`src/rtl/alu_pipe_mc.sv`:
```
// alu_pipe_mc: registered 8-op ALU with valid/ready handshake and registered flags.
// Define ALU_MUL_EN to build op 111 as a WIDTH-cycle shift-add multiplier.
module alu_pipe_mc #(
    parameter int WIDTH = 16
) (
    input  logic             clk,
    input  logic             reset,
    input  logic             in_valid,
    output logic             in_ready,
    input  logic [2:0]       op,
    input  logic [WIDTH-1:0] Ain,
    input  logic [WIDTH-1:0] Bin,
    output logic             out_valid,
    output logic [WIDTH-1:0] out,
    output logic [2:0]       ZNO
);
    localparam int SHW = $clog2(WIDTH);

    logic [WIDTH-1:0] out_q, out_d;
    logic [2:0]       zno_q, zno_d;
    logic             vld_q, vld_d;

    logic             sub;
    logic [WIDTH-1:0] bx;
    logic [WIDTH:0]   sum;
    logic [SHW-1:0]   shamt;
    logic [WIDTH-1:0] res;
    logic             res_v;

    assign sub   = (op == 3'b001);
    assign bx    = sub ? ~Bin : Bin;
    assign sum   = {1'b0, Ain} + {1'b0, bx} + {{WIDTH{1'b0}}, sub};
    assign shamt = Bin[SHW-1:0];

    always_comb begin
        res   = '0;
        res_v = 1'b0;
        case (op)
            3'b000, 3'b001: begin
                res   = sum[WIDTH-1:0];
                // carry into the MSB differs from carry out on signed overflow
                res_v = (Ain[WIDTH-1] ^ bx[WIDTH-1] ^ sum[WIDTH-1]) ^ sum[WIDTH];
            end
            3'b010:  res = Ain & Bin;
            3'b011:  res = ~Bin;
            3'b100:  res = Ain << shamt;
            3'b101:  res = $unsigned($signed(Ain) >>> shamt);
            3'b110:  res = Ain ^ Bin;
            default: begin
                res   = '0;
                res_v = 1'b0;
            end
        endcase
    end

`ifdef ALU_MUL_EN
    typedef enum logic {
        IDLE = 1'b0,
        MUL  = 1'b1
    } state_t;

    state_t               state_q, state_d;
    logic [SHW-1:0]       cnt_q, cnt_d;
    logic [2*WIDTH-1:0]   acc_q, acc_d;
    logic [2*WIDTH-1:0]   a_q, a_d;
    logic [WIDTH-1:0]     b_q, b_d;
    logic [2*WIDTH-1:0]   acc_nxt;

    assign in_ready = (state_q == IDLE);
    assign acc_nxt  = acc_q + (b_q[0] ? a_q : '0);

    always_comb begin
        state_d = state_q;
        cnt_d   = cnt_q;
        acc_d   = acc_q;
        a_d     = a_q;
        b_d     = b_q;
        out_d   = out_q;
        zno_d   = zno_q;
        vld_d   = 1'b0;
        case (state_q)
            IDLE: begin
                if (in_valid) begin
                    if (op == 3'b111) begin
                        state_d = MUL;
                        cnt_d   = '0;
                        acc_d   = '0;
                        a_d     = {{WIDTH{1'b0}}, Ain};
                        b_d     = Bin;
                    end else begin
                        out_d = res;
                        zno_d = {res == '0, res[WIDTH-1], res_v};
                        vld_d = 1'b1;
                    end
                end
            end
            MUL: begin
                acc_d = acc_nxt;
                a_d   = a_q << 1;
                b_d   = b_q >> 1;
                cnt_d = cnt_q + SHW'(1);
                if (cnt_q == SHW'(WIDTH - 1)) begin
                    state_d = IDLE;
                    out_d   = acc_nxt[WIDTH-1:0];
                    zno_d   = {acc_nxt[WIDTH-1:0] == '0, acc_nxt[WIDTH-1],
                               |acc_nxt[2*WIDTH-1:WIDTH]};
                    vld_d   = 1'b1;
                end
            end
            default: state_d = IDLE;
        endcase
    end

    always_ff @(posedge clk or posedge reset) begin
        if (reset) begin
            state_q <= IDLE;
            cnt_q   <= '0;
            acc_q   <= '0;
            a_q     <= '0;
            b_q     <= '0;
        end else begin
            state_q <= state_d;
            cnt_q   <= cnt_d;
            acc_q   <= acc_d;
            a_q     <= a_d;
            b_q     <= b_d;
        end
    end
`else
    assign in_ready = 1'b1;

    always_comb begin
        out_d = out_q;
        zno_d = zno_q;
        vld_d = in_valid;
        if (in_valid) begin
            out_d = res;
            zno_d = {res == '0, res[WIDTH-1], res_v};
        end
    end
`endif

    always_ff @(posedge clk or posedge reset) begin
        if (reset) begin
            out_q <= '0;
            zno_q <= 3'b000;
            vld_q <= 1'b0;
        end else begin
            out_q <= out_d;
            zno_q <= zno_d;
            vld_q <= vld_d;
        end
    end

    assign out       = out_q;
    assign ZNO       = zno_q;
    assign out_valid = vld_q;
endmodule

```
`config.mk`:
```
export PLATFORM = sky130hd
export DESIGN_NAME = alu_pipe_mc
export DESIGN_NICKNAME = d
export VERILOG_FILES = /design/src/rtl/alu_pipe_mc.sv
export SDC_FILE = /design/constraint.sdc
export NUM_CORES = 1
export LEC_CHECK = 0
export CELL_PAD_IN_SITES_DETAIL_PLACEMENT = 1
export CELL_PAD_IN_SITES_GLOBAL_PLACEMENT = 1
export CORE_MARGIN = 4
export CORE_UTILIZATION = 45
export DETAILED_ROUTE_END_ITERATION = 16
export PLACE_DENSITY_LB_ADDON = 0.08
export RECOVER_POWER = 100
export SYNTH_ARGS = -nofsm -noshare
export SYNTH_HDL_FRONTEND = slang
export SYNTH_SLANG_ARGS = --single-unit
```
`constraint.sdc`:
```
create_clock -name clk -period 2.6 [get_ports clk]
set_clock_uncertainty 0.05 [all_clocks]
set_input_delay 0.52 -clock clk [delete_from_list [all_inputs] [get_ports clk]]
set_output_delay 0.52 -clock clk [all_outputs]
set_load 0.05 [all_outputs]
```
==> results.sh, run 1 <==
export IMPL_hold_buffers=0
export IMPL_synth_edf_count=0
export IMPL_error="[ERROR DPL-0033] detailed placement checks failed during check placement."
export IMPL_run_status="stopped before the end"
export IMPL_ys_flop_type="dfrtp_1"
export IMPL_cts_repair_resized=122
export IMPL_stop_stage="clock tree synthesis"
export IMPL_initial_core_util_pct=46.8
export IMPL_place_congestion=0.977
export IMPL_die_h_um=104
export IMPL_num_rows=34
export IMPL_synth_seq_area_share_pct=11.5
export IMPL_cts_sinks=19
export IMPL_cts_buffers=3
export IMPL_post_place_cells=795
export IMPL_post_cts_setup_buffers=30
export IMPL_ys_seq_elements=19
export IMPL_syn_avg_cell_area_um2=8.08
export IMPL_async_reset_ff_share_pct=100
export IMPL_syn_area_um2=4120
export IMPL_die_w_um=104
export IMPL_placedInstanceArea_um2=5930
export IMPL_clk_path_buf_depth=2
export IMPL_ys_warn_count=0
export IMPL_syn_nets=583
export IMPL_h_tree_depth=1
export IMPL_portBuffers=57
export IMPL_ios=59
export IMPL_cts_root_buffer_cell="clkbuf_8"
export IMPL_syn_inst=510
export IMPL_yosysUniqueCellTypes=69
export IMPL_dp_hpwl_mm=17.0
==> Yosys cell counts, drive strengths merged, types with 4 or more instances <==
| library cell | instances | area, um^2 |
|---|---|---|
| a211o | 5 | 43.8 |
| clkbuf | 17 | 63.8 |
| o22ai | 11 | 68.8 |
| and3 | 4 | 25.0 |
| or2 | 4 | 25.0 |
| inv | 12 | 45.1 |
| o221ai | 6 | 52.6 |
| buf | 23 | 121 |
| xor2 | 17 | 149 |
| a31oi | 4 | 25.0 |
| mux2i | 38 | 380 |
| nor4 | 7 | 50.1 |
| nor3 | 12 | 60.1 |
| and2 | 4 | 25.0 |
| o21ai | 29 | 145 |
| a21oi | 32 | 160 |
| o31a | 5 | 43.8 |
| o21a | 5 | 37.5 |
| nor2b | 7 | 43.8 |
| mux2 | 17 | 191 |
| nand2b | 9 | 56.3 |
| nand2 | 34 | 128 |
| or3 | 4 | 25.0 |
| a211oi | 15 | 113 |
| mux4 | 16 | 360 |
| o211ai | 14 | 105 |
| nor2 | 46 | 173 |
| nand3 | 10 | 50.1 |
| ha | 34 | 425 |
| dfrtp | 19 | 475 |
==> through the flow <==
stage	setup TNS [ps]	worst slack, ps
after floorplan	-7920	-994
after global placement	-16140	-1290
after detailed placement	-19420	-1550
==> kinds of logic after synthesis <==
family | after synthesis | share of synthesized area (%)
compound gates | 154 | 25.7
buf+inv | 52 | 5.59
mux | 71 | 22.6
simple gates | 159 | 19.7
fa+ha+maj | 35 | 10.8
flops | 19 | 11.5
other cells | 1 | 0.0910
xor+xnor | 19 | 4.04
==> run 2: changes to the inputs <==
Settings changed: CELL_PAD_IN_SITES_DETAIL_PLACEMENT 1 to not set, CELL_PAD_IN_SITES_GLOBAL_PLACEMENT 1 to not set, CORE_UTILIZATION 45 to 40, PLACE_DENSITY_LB_ADDON 0.08 to 0.15.
==> results.sh, run 2 <==
export IMPL_multi_input_area_um2=3800
export IMPL_syn_nets=583
export IMPL_slowest_delay_ps=360
export IMPL_track_usage_pct=27.6
export IMPL_swShare_pct=45.3
export IMPL_core_area_um2=9910
export IMPL_ios=59
export IMPL_setup_slack_ps=-752
export IMPL_cts_buffers=3
export IMPL_finalSetupTns_ps=-5630
export IMPL_grt_pass1_vias=4831
export IMPL_vias=5071
export IMPL_yosysUniqueCellTypes=69
export IMPL_grt_max_degree=47
export IMPL_syn_to_final_growth_pct=57.7
export IMPL_crit_required_ps=2720
export IMPL_most_common_layout_cells="buf_4, nor2_1, mux2i_1, nand2_1, ha_1"
export IMPL_max_freq_mhz=298
export IMPL_synthAdderAreaFrac_pct=10.8
export IMPL_critPathSlowestCell="or3_4"
export IMPL_syn_avg_cell_area_um2=8.08
export IMPL_antenna_found_initial=0
export IMPL_startpoint_type="input port"
export IMPL_synth_mux_area_share_pct=22.6
export IMPL_pwr_share_seq_pct=15.9
export IMPL_num_rows=36
export IMPL_yosysMostFrequentCell="nor2_1"
export IMPL_rsz0062_at_grt="yes"
export IMPL_cts_sinks=19
export IMPL_clk_path_buf_depth=2
export IMPL_h_tree_depth=1
export IMPL_filler_cell_count=865
export IMPL_pwr_share_comb_pct=74.9
export IMPL_p_leak_nw=2.88
export IMPL_synth_top_family_by_area="compound AO/OA/AOI/OAI gates"
export IMPL_cts_tree="yes"
export IMPL_fin_util_pct=65.6
export IMPL_antennaDiodeCount=0
export IMPL_drive_gt1_share_pct=40.6
export IMPL_routed_wl_mm=16.9
export IMPL_cp_end_kind="register"
export IMPL_dp_hpwl_mm=13.1
export IMPL_cts_clk_slew_worst_paths_ps=70
export IMPL_internal_power_w=0.00123
export IMPL_finalSetupViolations=15
export IMPL_initial_core_util_pct=41.6
export IMPL_synth_seq_area_share_pct=11.5
export IMPL_firstDrtPassIters=5
export IMPL_syn_area_um2=4120
export IMPL_ys_seq_elements=19
export IMPL_finalCriticalPeriod_ps=3350
export IMPL_drc_errors=0
export IMPL_post_drt_wl_per_cell_um=20.0
export IMPL_p_per_area_nw_per_um2=347
export IMPL_vias_per_cell=6.01
export IMPL_grt_pass1_wl_mm=25.9
export IMPL_slew_headroom_pct=40.5
export IMPL_die_w_um=110
export IMPL_syn_inst=510
export IMPL_ir_drop_uv=354
export IMPL_worstSkewPairLatency_ps=250
export IMPL_largest_reg_flops=15
export IMPL_die_h_um=110
export IMPL_final_max_slew_violation_count=0
export IMPL_ys_warn_count=0
export IMPL_synthSimpleGateAreaFrac_pct=19.7
export IMPL_cp_common_cell="buf_6"
export IMPL_first_iter_violations=401
export IMPL_synthTopCellsByArea="dfrtp_1, ha_1, mux2i_1"
export IMPL_synth_top_area_share_pct=11.5
export IMPL_grt_ovfl_total=0
export IMPL_yosysTopAreaCell="dfrtp_1"
export IMPL_portBuffers=57
export IMPL_place_congestion=1.02
export IMPL_path_max_fanout=5
export IMPL_hold_buffers=0
export IMPL_async_reset_ff_share_pct=100
export IMPL_min_period_over_period_pct=129
export IMPL_tightest_slew_ps=881
export IMPL_ys_flop_type="dfrtp_1"
export IMPL_switchingPower_w=0.00102
export IMPL_synth_edf_count=0
export IMPL_drtAntennaViolNets=0
export IMPL_final_common_cell="buf_4"
export IMPL_clockPowerShare_pct=9.2
export IMPL_die_area_um2=12000
export IMPL_cts_root_buffer_cell="clkbuf_8"
export IMPL_synth_compound_area_share_pct=25.7
export IMPL_nets=785
export IMPL_cp_arrival_ps=3470
export IMPL_max_cap_viol_count=0
export IMPL_area_sequential_um2=475
export IMPL_synth_common_cells="nor2_1, mux2i_1, ha_1, nand2_1, a21oi_1"
export IMPL_path_class="in2reg"
export IMPL_hold_class="reg2reg"
export IMPL_run_status="complete, but fails checks"
export IMPL_violations="negative setup slack"
export IMPL_synthXorXnorAreaFrac_pct=4.04
export IMPL_hold_viol_final=0
export IMPL_worstPathCellList="buf_6 -> buf_6 -> nor2_4 -> and2_4 -> xor2_2 -> ha_1 -> a21o_1 -> or3_4 -> o2111ai_4 -> mux2i_1 -> o211ai_1 -> nor4_2 -> nand4b_1 -> o32ai_2"
## run 2: final cells by class
class	instances	area share, %
Multi-Input combinational cell	439	58.5
Clock buffer	4	0.693
Sequential cell	19	7.31
Timing Repair Buffer	237	30.2
Tap cell	133	2.56
Inverter	12	0.693
## run 2: power groups by stage
| stage | clock network (W) | logic (W) | registers [W] |
|---|---|---|---|
| global route | 0.000223 | 0.00180 | 0.000365 |
| finish | 0.000207 | 0.00169 | 0.000359 |
| detailed placement | 0 | 0.00151 | 0.000367 |
| CTS | 0.000210 | 0.00158 | 0.000362 |
| floorplan | 0 | 0.000694 | 0.000519 |
| global placement | 0 | 0.00149 | 0.000365 |
## run 2: path summary, 6_finish.rpt
kind,start,to,slack [ps],cells after the start
worst max-delay path,op[2],ZNO[2],-750,14
worst min-delay path,out[0],out[0],430,1
worst max register to register,ZNO[1],ZNO[1],1680,2
worst min register to register,out[0],out[0],430,1
max in group asynchronous,reset,out[7],1250,2
min in group asynchronous,reset,ZNO[2],780,2
## run 2: layer usage
layer | vias up | routed length [um] | global-route usage, %
li1 | 2370 | - | -
met1 | 2462 | 7230 | 39.6
met2 | 201 | 7920 | 44.3
met3 | 38 | 1260 | 3.46
met4 | 0 | 451 | 6.14
met5 | - | 0 | 0
## run 2: cell families (layout without fill, tap and decap cells)
kind of cell             count (synthesis)  after routing
AND/OR/NAND/NOR                        159            159
adder cells (fa/ha/maj)                 35             35
buffers and inverters                   52            253
XOR/XNOR                                19             19
other                                    1              1
multiplexers                            71             71
flip-flops                              19             19
AO/OA/AOI/OAI                          154            154
## run 2: repair_timing
action	4_1_cts	5_1_grt
hold endpoints to repair	0	0
gates resized for setup	57	37
setup endpoints to repair	18	18
pin swaps	39	34
setup buffers	7	18
## run 2: per-stage QoR
| stage | setup slack, ps | power [W] | std cells | instance area, um^2 | hold slack, ps |
|---|---|---|---|---|---|
| after detailed placement | -1430 | 0.00188 | 819 | 5950 | 421 |
| after floorplan | -994 | 0.00121 | 510 | 4310 | 421 |
| final | -752 | 0.00226 | 844 | 6500 | 429 |
| after global routing | -900 | 0.00239 | 844 | 6500 | 449 |
| after global placement | -1360 | 0.00185 | 819 | 5950 | 420 |
| after CTS | -701 | 0.00215 | 826 | 6160 | 437 |
## run 2: critical path, delay by kind of cell
family                   cells  cell delay, ps
XOR/XNOR                     1             190
buffers and inverters        2             210
multiplexers                 1             250
AO/OA/AOI/OAI                4             830
AND/OR/NAND/NOR              5            1190
adder cells (fa/ha/maj)      1             280
No activity file was read; power rests on OpenSTA's default activity.
==> RTL change: new RTL, settings of run 2 <==
The option `ALU_MUL_EN` is turned on by a define.
--- a/src/rtl/alu_pipe_mc.sv
+++ b/src/rtl/alu_pipe_mc.sv
@@ -1,5 +1,7 @@
 // alu_pipe_mc: registered 8-op ALU with valid/ready handshake and registered flags.
 // Define ALU_MUL_EN to build op 111 as a WIDTH-cycle shift-add multiplier.
+`define ALU_MUL_EN
+
 module alu_pipe_mc #(
     parameter int WIDTH = 16
 ) (
Check against the original RTL: not equivalent (a bounded check fails within 4 cycles, from zero or initial values and one cycle with reset high).
==> RTL change against run 2 <==
Sequential power rose to 7.3 times the old value. First-iteration DRC count rose by 110%. Sequential cell count grew 85. Largest cell class unchanged. Power increased to 4.5 times the old value. Register-to-register slack worse by 2.7 ns. The run still ends with negative setup slack left. Synthesized area increased by 130%. Clock power increased to 6.4 times the old value. Routed wire length rose by 100%. Setup slack got worse by 0.26 ns. Die area grew 120%. Utilization fell by 3.3 points. Design area up 120%.
==> RTL change: results (changes against run 2) <==
metric	value	unit	change
clock_latency	0.36	ns	+0.11 ns
ir_drop	0.0005387	V	+52%
worst-slew-pin-transition	1.313	ns	+0.4321 ns
wire_per_inst	18.28	microns	-8.5%
path_clk_slew	0.08	ns	
arrival	3.78	ns	+0.31 ns
violations	negative setup slack		
setup_viol	36		+21
fin_nets	1652		+110%
crit_slowest_cell	or4b_4		
cts.path.max_buffers	2		unchanged
setup_slack	-1.017	ns	-0.2645 ns
fillCellCount	2056		+140%
grt_pass1_wl	54310	microns	+110%
place_congestion	0.9248		-9.3%
synth_seq_area_share	27.35	%	+16 points
totalWireLength	34160	microns	+100%
dp.cells	1795		+120%
drt-initial-drc-count	835		+110%
status	complete, but fails checks		
cts_made_buffers	9		+6
syn_nets	1261		+120%
slowest_delay	0.52	ns	+0.16 ns
ys.flop_type	dfrtp_1		
dp_hpwl	24950	microns	+90%
synth.avg_cell_area	8.244	sq um	+2.0%
antenna_found_initial	1		+1
route.vias.total	10310		+100%
synth_common_cells	nand2_1 (171), o21ai_0 (113), dfrtp_1 (104), a21oi_1 (82), nor2_1 (79)		
htree_levels	3		+2
grt_start_max_net_pins	137		+190%
cp_max_fo	8		+3
grt_usage	25.52	%	-2.1 points
placed_area	12960	sq um	+120%
synthTopCellsByArea	dfrtp_1 (27%), ha_1 (8.8%), mux2i_1 (7.6%)		
synth.distinct_cells	78		+13%
drive_above_1_share	37.94	%	-2.7 points
## RTL change: final timing paths
check,startpoint,endpoint,slack (ns),cells past startpoint
worst max-delay path,b_q[0],ZNO[0],-1.02,12
worst min-delay path,b_q[6],b_q[5],0.43,2
worst max register to register,b_q[0],ZNO[0],-1.02,12
worst min register to register,b_q[6],b_q[5],0.43,2
max in group asynchronous,reset,state_q,0.23,3
min in group asynchronous,reset,acc_q[6],0.70,2
## RTL change: worst max-delay path, delay by kind of cell (launching register included)
family,cells,cell delay [ns]
simple gates,5,1.53
compound gates,5,0.93
flops,1,0.47
fa+ha+maj,1,0.33
buf+inv,1,0.17
## RTL change: power breakdown
part | total, mW | internal, mW | switching [mW]
clock network | 1.32 | 0.660 | 0.660
logic | 6.18 | 2.87 | 3.31
registers | 2.63 | 2.22 | 0.411
## RTL change: layout make-up
type / instances / area (sq um) / share of cell area, %
Clock buffer: 9 / 225.2 / 1.545
Inverter: 22 / 83.83 / 0.5751
Clock inverter: 7 / 52.55 / 0.3605
Timing Repair Buffer: 453 / 3719 / 25.51
Multi-Input combinational cell: 955 / 7490 / 51.38
Sequential cell: 104 / 2608 / 17.89
Tap cell: 319 / 399.1 / 2.738
## RTL change: cells by family (layout without fill, tap and decap cells)
family	after synthesis	after routing	share of synthesized area, %
DFF	104	104	27.35
and+or+nand+nor	386	386	18.83
AOI/OAI and AO/OA	346	346	22.42
buffers and inverters	95	491	3.958
adders and majority gates	69	69	9.232
muxes	99	99	13.14
xor gates and xnor gates	55	55	5.063
## RTL change: per-layer routing
layer,GRT usage [%],up-vias,wire (microns)
met4,7.113,2,897
li1,-,4996,-
met1,35.99,4915,15580
met3,3.451,60,1866
met2,41.27,332,15810
met5,0,-,7
## RTL change: repair_timing
item                       CTS  global route
resized for setup          172            73
hold endpoints to repair     0             0
gates cloned                 2             0
pin swaps                  104            64
hold buffers                 0             0
buffers inserted            54            21
setup endpoints to repair   40            38
## RTL change: through the flow
| step | setup WS (ns) | total power, mW | TNS [ns] | utilization [%] |
|---|---|---|---|---|
| finish | -1.017 | 10.13 | -11.80 | 62.29 |
| global route | -1.079 | 10.83 | -17.50 | 62.29 |
| CTS | -0.9105 | 9.916 | -8.914 | 61.21 |
| detailed placement | -1.364 | 8.080 | -25.57 | 55.37 |
| global placement | -1.377 | 8.001 | -23.84 | 55.37 |
| floorplan | -0.9555 | 5.639 | -8.831 | - |
